==> src/rtl/evict_writeback_queue_if.sv <==
// Eviction input and memory writeback handshake bundle for evict_writeback_queue.
// master: the queue side; slave: cache/memory environment side.
interface evict_writeback_queue_if #(
   parameter int unsigned ADDR_WIDTH = 8
);
   logic                  evict_valid;
   logic [ADDR_WIDTH-1:0] evict_addr;
   logic                  mem_req;
   logic [ADDR_WIDTH-1:0] mem_addr;
   logic                  mem_ack;

   modport master (
      input  evict_valid,
      input  evict_addr,
      input  mem_ack,
      output mem_req,
      output mem_addr
   );

   modport slave (
      output evict_valid,
      output evict_addr,
      output mem_ack,
      input  mem_req,
      input  mem_addr
   );
endinterface

==> src/rtl/evict_writeback_queue.sv <==
// Evicted-address queue draining to memory over a single-outstanding req/ack handshake.
// Circular buffer plus count; drops on full are counted (saturating) and flagged sticky.
// Optional macro WB_COALESCE_EN: discard evictions that match any queued entry.
module evict_writeback_queue #(
   parameter int unsigned ADDR_WIDTH = 8,
   parameter int unsigned DEPTH      = 4,
   parameter int unsigned CNT_WIDTH  = 16
) (
   input  logic                         clk,
   input  logic                         reset,
   evict_writeback_queue_if.master      bus,
   output logic                         full,
   output logic [$clog2(DEPTH+1)-1:0]   pending_count,
   output logic                         overflow,
   output logic [CNT_WIDTH-1:0]         drop_count
);
   localparam int unsigned PTR_W = $clog2(DEPTH);
   localparam int unsigned CW    = $clog2(DEPTH+1);

   typedef enum logic {IDLE = 1'b0, REQ = 1'b1} state_t;

   state_t                state_q, state_d;
   logic [PTR_W-1:0]      rd_ptr_q, rd_ptr_d;
   logic [PTR_W-1:0]      wr_ptr_q, wr_ptr_d;
   logic [CW-1:0]         count_q, count_d;
   logic [ADDR_WIDTH-1:0] mem_addr_q, mem_addr_d;
   logic                  mem_req_q;
   logic                  full_q;
   logic                  overflow_q, overflow_d;
   logic [CNT_WIDTH-1:0]  drop_q, drop_d;
   logic [ADDR_WIDTH-1:0] entry_q [DEPTH];

   logic                  dup;
   logic                  push;
   logic                  drop;
   logic                  pop;

   // Next-state, pointer, count and status computation
   always_comb begin
      state_d    = state_q;
      rd_ptr_d   = rd_ptr_q;
      wr_ptr_d   = wr_ptr_q;
      count_d    = count_q;
      mem_addr_d = mem_addr_q;
      overflow_d = overflow_q;
      drop_d     = drop_q;
      dup        = 1'b0;

`ifdef WB_COALESCE_EN
      for (int i = 0; i < int'(DEPTH); i++) begin
         if ((CW'(i) < count_q) &&
             (entry_q[rd_ptr_q + PTR_W'(i)] == bus.evict_addr))
            dup = 1'b1;
      end
`endif

      // Full is judged on the registered count, so a same-cycle pop never frees a slot
      push = bus.evict_valid && !dup && (count_q != CW'(DEPTH));
      drop = bus.evict_valid && !dup && (count_q == CW'(DEPTH));
      pop  = (state_q == REQ) && bus.mem_ack;

      if (push)
         wr_ptr_d = wr_ptr_q + PTR_W'(1);

      if (drop) begin
         overflow_d = 1'b1;
         if (drop_q != {CNT_WIDTH{1'b1}})
            drop_d = drop_q + CNT_WIDTH'(1);
      end

      count_d = count_q + CW'(push) - CW'(pop);

      unique case (state_q)
         IDLE: begin
            if (count_q != CW'(0)) begin
               state_d    = REQ;
               mem_addr_d = entry_q[rd_ptr_q];
            end
         end
         REQ: begin
            if (bus.mem_ack) begin
               rd_ptr_d = rd_ptr_q + PTR_W'(1);
               // Next head already stored when more than one entry remains: no bubble
               if (count_q > CW'(1))
                  mem_addr_d = entry_q[rd_ptr_q + PTR_W'(1)];
               else
                  state_d = IDLE;
            end
         end
         default: state_d = IDLE;
      endcase
   end

   // State and registered outputs
   always_ff @(posedge clk) begin
      if (reset) begin
         state_q    <= IDLE;
         rd_ptr_q   <= '0;
         wr_ptr_q   <= '0;
         count_q    <= '0;
         mem_addr_q <= '0;
         mem_req_q  <= 1'b0;
         full_q     <= 1'b0;
         overflow_q <= 1'b0;
         drop_q     <= '0;
      end else begin
         state_q    <= state_d;
         rd_ptr_q   <= rd_ptr_d;
         wr_ptr_q   <= wr_ptr_d;
         count_q    <= count_d;
         mem_addr_q <= mem_addr_d;
         mem_req_q  <= (state_d == REQ);
         full_q     <= (count_d == CW'(DEPTH));
         overflow_q <= overflow_d;
         drop_q     <= drop_d;
      end
   end

   // Entry storage; validity is tracked by count, so no reset is needed
   always_ff @(posedge clk) begin
      if (!reset && push)
         entry_q[wr_ptr_q] <= bus.evict_addr;
   end

   assign bus.mem_req    = mem_req_q;
   assign bus.mem_addr   = mem_addr_q;
   assign full           = full_q;
   assign pending_count  = count_q;
   assign overflow       = overflow_q;
   assign drop_count     = drop_q;
endmodule

==> src/flat_wrapper.sv <==
// flat-port wrapper written by rule: the top's interface ports become plain ports
module evict_writeback_queue_flat 
#(
   parameter int unsigned ADDR_WIDTH = 8,
   parameter int unsigned DEPTH      = 4,
   parameter int unsigned CNT_WIDTH  = 16
)
  (clk, reset, full, pending_count, overflow, drop_count, bus_evict_valid, bus_evict_addr, bus_mem_ack, bus_mem_req, bus_mem_addr);
  evict_writeback_queue_if #(.ADDR_WIDTH(ADDR_WIDTH)) bus_i ();
  input  logic clk;
  input  logic reset;
  output logic full;
  output logic [$clog2(DEPTH+1)-1:0] pending_count;
  output logic overflow;
  output logic [CNT_WIDTH-1:0] drop_count;
  input wire logic [$bits(bus_i.evict_valid)-1:0] bus_evict_valid;
  input wire logic [$bits(bus_i.evict_addr)-1:0] bus_evict_addr;
  input wire logic [$bits(bus_i.mem_ack)-1:0] bus_mem_ack;
  output wire logic [$bits(bus_i.mem_req)-1:0] bus_mem_req;
  output wire logic [$bits(bus_i.mem_addr)-1:0] bus_mem_addr;
  assign bus_i.evict_valid = bus_evict_valid;
  assign bus_i.evict_addr = bus_evict_addr;
  assign bus_i.mem_ack = bus_mem_ack;
  assign bus_mem_req = bus_i.mem_req;
  assign bus_mem_addr = bus_i.mem_addr;
  evict_writeback_queue #(.ADDR_WIDTH(ADDR_WIDTH), .DEPTH(DEPTH), .CNT_WIDTH(CNT_WIDTH)) u_core (.clk(clk), .reset(reset), .bus(bus_i), .full(full), .pending_count(pending_count), .overflow(overflow), .drop_count(drop_count));
endmodule
==> config.mk <==
export PLATFORM = sky130hd
export DESIGN_NAME = evict_writeback_queue_flat
export DESIGN_NICKNAME = d
export VERILOG_FILES = /design/src/rtl/evict_writeback_queue_if.sv /design/src/rtl/evict_writeback_queue.sv /design/src/flat_wrapper.sv
export SDC_FILE = /design/constraint.sdc
export NUM_CORES = 1
export LEC_CHECK = 0
export BUFFER_PORTS_ARGS = -buffer_cell sky130_fd_sc_hd__buf_2
export CORE_ASPECT_RATIO = 0.75
export CORE_MARGIN = 10
export CORE_UTILIZATION = 46
export CTS_BUF_LIST = sky130_fd_sc_hd__clkbuf_4
export CTS_CLUSTER_SIZE = 8
export DETAILED_ROUTE_END_ITERATION = 10
export GPL_TIMING_DRIVEN = 0
export PLACE_DENSITY = 0.66
export SETUP_SLACK_MARGIN = 0.05
export SYNTH_ARGS = -nofsm -noshare
export SYNTH_HDL_FRONTEND = slang
export SYNTH_SLANG_ARGS = --single-unit
export TNS_END_PERCENT = 5
==> constraint.sdc <==
create_clock -name clk -period 3.06 [get_ports clk]
set_input_delay 0.612 -clock clk [delete_from_list [all_inputs] [get_ports clk]]
set_output_delay 0.612 -clock clk [all_outputs]
set_load 0.05 [all_outputs]
# Word level (Yosys, flattened, before mapping)

Memories as Yosys holds them, arrays and structs flattened. A register that Yosys moved wholly into a read port is not among the register bits.
Cells that the tools add are included.

$add $sub $neg: 5
Multiply operators: 0
Div/mod/pow operators: 0
$lt $le $gt $ge: 1
Equal/unequal tests: 7
Shift-type cells: 0
Mux-type cells: 12
Bitwise gates (word level): 1
Reductions and logical operators: 9

Operators by type and width:

| operator                                            | number |
|---|---|
| 2-to-1 mux 8 bit                                    | 3 |
| adder 16 x 1 -> 16 bit (second input constant)      | 1 |
| != test 16 bit (second input constant)              | 1 |
| one-hot mux 8 bit (2 select lines)                  | 1 |
| == test 3 bit (second input constant)               | 2 |
| 2-to-1 mux 1 bit                                    | 5 |
| adder 2 x 1 -> 2 bit (second input constant)        | 2 |
| logical AND 1 bit                                   | 4 |
| 2-to-1 mux 2 bit                                    | 2 |
| != test 2 bit (second input constant)               | 2 |
| AND reduction 2 bit                                 | 2 |
| adder 3 x 1 -> 3 bit                                | 1 |
| > comparator 3 x 1 -> 1 bit (second input constant) | 1 |
| != test 3 bit (second input constant)               | 1 |
| AND reduction 3 bit                                 | 1 |
| nonzero test 3 bit                                  | 1 |
| subtractor 3 x 1 -> 3 bit                           | 1 |
| != test 2 x 1 -> 1 bit (second input constant)      | 1 |
| one-hot mux 1 bit (2 select lines)                  | 1 |
| logical NOT 1 bit                                   | 1 |
| NOT 1 bit                                           | 1 |

Register bits after elaboration: 34
Bits in latches: 0
Bits in writable memories: 32
Bits in read-only memories: 0
Input bits: 12
Output and inout bits: 30
Word-level logic and storage cells: 44
Memories kept: 1

Memory list:

| memory         | words | width | rd ports | clocked after memory_dff | wr ports | line                        | text |
|---|---|---|---|---|---|---|---|
| u_core.entry_q | 4     | 8     | 2        | 1                        | 1        | evict_writeback_queue.sv:31 | `logic [ADDR_WIDTH-1:0] entry_q [DEPTH];` |

# Depth between registers and ports, before layout

Word-level depth: 5
Gate-level depth with buffers: 8
Mapped depth without buffers: 7

# Worst setup path after synthesis

OpenSTA, ideal clock, no wires.

Path type: reg2reg
Start: register u_core.state_q
End: register u_core.full_q, in the netlist u_core.full
Library setup time: 0.092 ns
Arrival: 2.350 ns
Data required time: 2.968 ns
Setup slack: 0.618 ns
Stages on the path, launching flop included: 8
Buffers on the path: 1
Clock period less this slack: 2.442 ns
Path through: dfxtp_1 -> buf_1 -> nand2_1 -> or2_2 -> nand2_1 -> ha_1 -> fa_1 -> nor4_1

Longest elaborated chain between the ends: 3

Ends and longest elaborated chain:

| item                      | line                         | text |
|---|---|---|
| start, declared           | evict_writeback_queue.sv:22  | `state_t state_q, state_d;` |
| start signal, assigned    | evict_writeback_queue.sv:107 | `state_q <= state_d;` |
| logical AND 1 bit         | evict_writeback_queue.sv:60  | `pop = (state_q == REQ) && bus.mem_ack;` |
| subtractor 3 x 1 -> 3 bit | evict_writeback_queue.sv:71  | `count_d = count_q + CW'(push) - CW'(pop);` |
| net u_core.count_d[1]     | evict_writeback_queue.sv:25  | `logic [CW-1:0] count_q, count_d;` |
| == test 3 bit             | evict_writeback_queue.sv:113 | `full_q <= (count_d == CW'(DEPTH));` |
| end signal, assigned      | evict_writeback_queue.sv:113 |  |
| end, declared             | evict_writeback_queue.sv:28  | `logic full_q;` |

The timed path passes the listed nets, and every way through them passes these cells.
A chain may end at the register's enable or synchronous reset.

# Final worst setup path

Ends and elaborated chain as after synthesis.

==> results.ini <==
[synthesis]
synth-seq-cells = 68
synth_area_per_cell_um2 = 12.56
synth_async_sr_flop_share = 0
syn-cell-area_mm2 = 0.003316
ys_types = 55
yosysSeqAreaShare = 0.5072
synth-edff-count = 32
synthCells = 264
ys.flop_type = dfxtp_1
yosys_warnings = 0
syn_nets = 284

[routing]
drt_wl_total_mm = 6.792
drtPass1Iterations = 4
routed.top_layer = met4
route.met2.wl_mm = 2.994
drt_iter0_markers = 95
ant_nets = 0
wl_met3_um = 353
drt-met1-wl_mm = 3.369
vias = 2238
vias_per_cell = 5.341
post_drt_wl_per_cell_um = 16.21
drc = 0

[global_routing]
overflow = 0
grt_pass1_vias = 2236
antenna_found_initial = 0
grt_max_degree = 15
grt_pass1_wl_mm = 11.22
grtUsageTotal = 0.1287

[critical_path]
critical_path.most_common_cell = nand2_1
r2r_cells = 7
critical_path.cell_chain = buf_1 -> nand2_1 -> or2_2 -> nand2_1 -> ha_1 -> fa_1 -> nor4_1
cp_top_family = simple AND/OR/NAND/NOR gates
slowest_stage = dfxtp_1
path_max_fanout = 10
cp-end-kind = register
cp.arrival_ns = 2.88
cp.depth = 7
regToRegSetupSlack_ns = 0.53
crit_type = register to register
worstSetupStartpointType = register
slowest_delay_ns = 0.48
cp.required_ns = 3.41
path_buf_inv = 1
critPathLaunch = u_core.state_q
r2r-start = u_core.state_q

[status]
status = complete, no violations

[placement]
post-dp-hpwl_mm = 5.021
pre_cts_ws_ns = 0.5259
finalWeightedCongestion = 0.7559
port_buffers = 41

[cts]
ctsResizeCount = 0
clk_pin_slew_ns = 0.12
tritoncts = built
clockBufferDepth = 2
clock_sinks = 68
cts_setup_buffers = 0
cts-root-buf = clkbuf_4
htree_num_levels = 3
insertion_delay_ns = 0.43
numCtsBuffers = 9
cts.hold.buffers_added = 0

[timing]
slew_violations = 0
hold_slack_ns = 0.3910
setup_violations = 0
fmax_mhz = 395.0
rsz0062_at_grt = no
tightest_slew_ns = 0.7235
min_period_over_period = 0.8273
hold_viol_final = 0
layout_setup_ws_ns = 0.5285
finClkSkew_ns = 0.01161
relSlewSlack = 0.5136
fin_setup_tns_ns = 0
period_minus_slack_ns = 2.532

[layout]
area.growth.synth_to_final_pct = 13.66
diodes = 0
layout-drive-gt1-share = 0.3396
nNetsFinal = 336
multi_input_area_mm2 = 0.001473
nFillCells = 586
seqCellArea_mm2 = 0.001682

[power_and_ir_drop]
p_per_area_mw_per_mm2 = 747.4
p_leak_nw = 1.407
ir_drop_mv = 0.3861

[die]
ioPinCount = 42
die_w_um = 118.0
start_util = 0.4808
core_mm2 = 0.006897
rows = 26
die_h_um = 93.53
die_area_mm2 = 0.01104

[run]
drv_cap = 0

[min_path]
hp-class = primary input to register
whs_path_depth = 1
hold_start = bus_evict_addr[4]

## worst reg2reg max path: stages (launching register included)
cell and delay [ns]:
dfxtp_1 0.48, buf_1 0.48, nand2_1 0.22, or2_2 0.34
nand2_1 0.08, ha_1 0.16, fa_1 0.43, nor4_1 0.27
## final cells by class
type                       instances  share of cell area
sequential                        68              0.4462
multi-input combinational        166              0.3908
timing repair buffer              41             0.05445
tap                               98             0.03254
buffer                            16             0.02888
clock buffer                       9             0.01793
clock inverter                     7             0.01527
inverter                          14             0.01394
## power breakdown
| group | internal (mW) | total, mW | switching (mW) | leakage [nW] |
|---|---|---|---|---|
| clock network | 0.175 | 0.535 | 0.360 | 0.0596 |
| registers | 1.08 | 1.16 | 0.0814 | 0.584 |
| logic | 0.404 | 1.12 | 0.712 | 0.764 |
## cell families after synthesis
group                    share of synthesized area
buffers and inverters                      0.04868
AO/OA/AOI/OAI                              0.09925
AND/OR/NAND/NOR                             0.1362
adder cells (fa/ha/maj)                    0.03245
multiplexers                                0.1657
flip-flops                                  0.5072
XOR/XNOR                                   0.01057
## flip-flops by register name, indices dropped and copies added (netlist names), 2 cells and up, named ones only
signal                count
u_core.bus.mem_addr       8
u_core.entry_q           32
u_core.rd_ptr_q           2
u_core.wr_ptr_q           2
u_core.pending_count      3
u_core.drop_count        16
## worst paths after layout
| check | endpoint |
|---|---|
| worst min register to register | u_core.bus.mem_addr[0] |
| worst max register to register | u_core.full |
| worst min-delay path | u_core.entry_q[3][4] |
| worst max-delay path | u_core.full |
## placed cells by master, fill, tap and decap left out, types with 2 or more instances in the layout
| cell | n |
|---|---|
| and2_1 | 5 |
| or2_2 | 2 |
| nand2_1 | 12 |
| nand3_2 | 2 |
| inv_1 | 14 |
| buf_6 | 4 |
| or3_1 | 3 |
| nand3_1 | 3 |
| edfxtp_1 | 32 |
| mux2_2 | 9 |
| a21oi_1 | 18 |
| mux2_1 | 6 |
| dfxtp_1 | 36 |
| xor2_1 | 3 |
| mux4_2 | 16 |
| nand4_1 | 5 |
| nor2_1 | 19 |
| clkbuf_1 | 4 |
| or4_1 | 2 |
| a311oi_1 | 9 |
| inv_6 | 3 |
| buf_2 | 45 |
| clkinvlp_4 | 3 |
| mux2i_1 | 2 |
| o31ai_1 | 2 |
| buf_1 | 2 |
| nor2b_1 | 9 |
| clkbuf_4 | 9 |
| ha_1 | 7 |
| o21ai_0 | 3 |
| nor3_1 | 4 |
## routing by layer
layer / GRT usage / up-vias
met3: 0.04865 / 5
met5: 0 / -
li1: - / 1102
met2: 0.1939 / 40
met1: 0.1673 / 1091
met4: 0.04312 / 0
## through the flow
step / total power, mW / cell area (µm²) / std cells / util
2_1_floorplan: 2.060 / 3316 / 264 / -
3_3_place_gp: 2.292 / 3643 / 403 / 0.5283
3_5_place_dp: 2.311 / 3643 / 403 / 0.5283
4_1_cts: 2.844 / 3769 / 419 / 0.5464
5_1_grt: 3.002 / 3769 / 419 / 0.5464
6_report: 2.817 / 3769 / 419 / 0.5464
## cells in the mapped netlist (all sizes together), types with 6 or more instances
cell type,count,area (µm²)
nand3,6,52.55
dfxtp,36,720.7
mux4,16,360.4
ha,7,87.58
a21oi,18,90.09
a311oi,9,78.83
nor2b,9,56.30
edfxtp,32,960.9
nand2,13,51.30
mux2,15,168.9
nor2,19,71.32
buf,11,80.08
inv,14,52.55
and2,6,40.04
(Power assumes the default switching activity.)
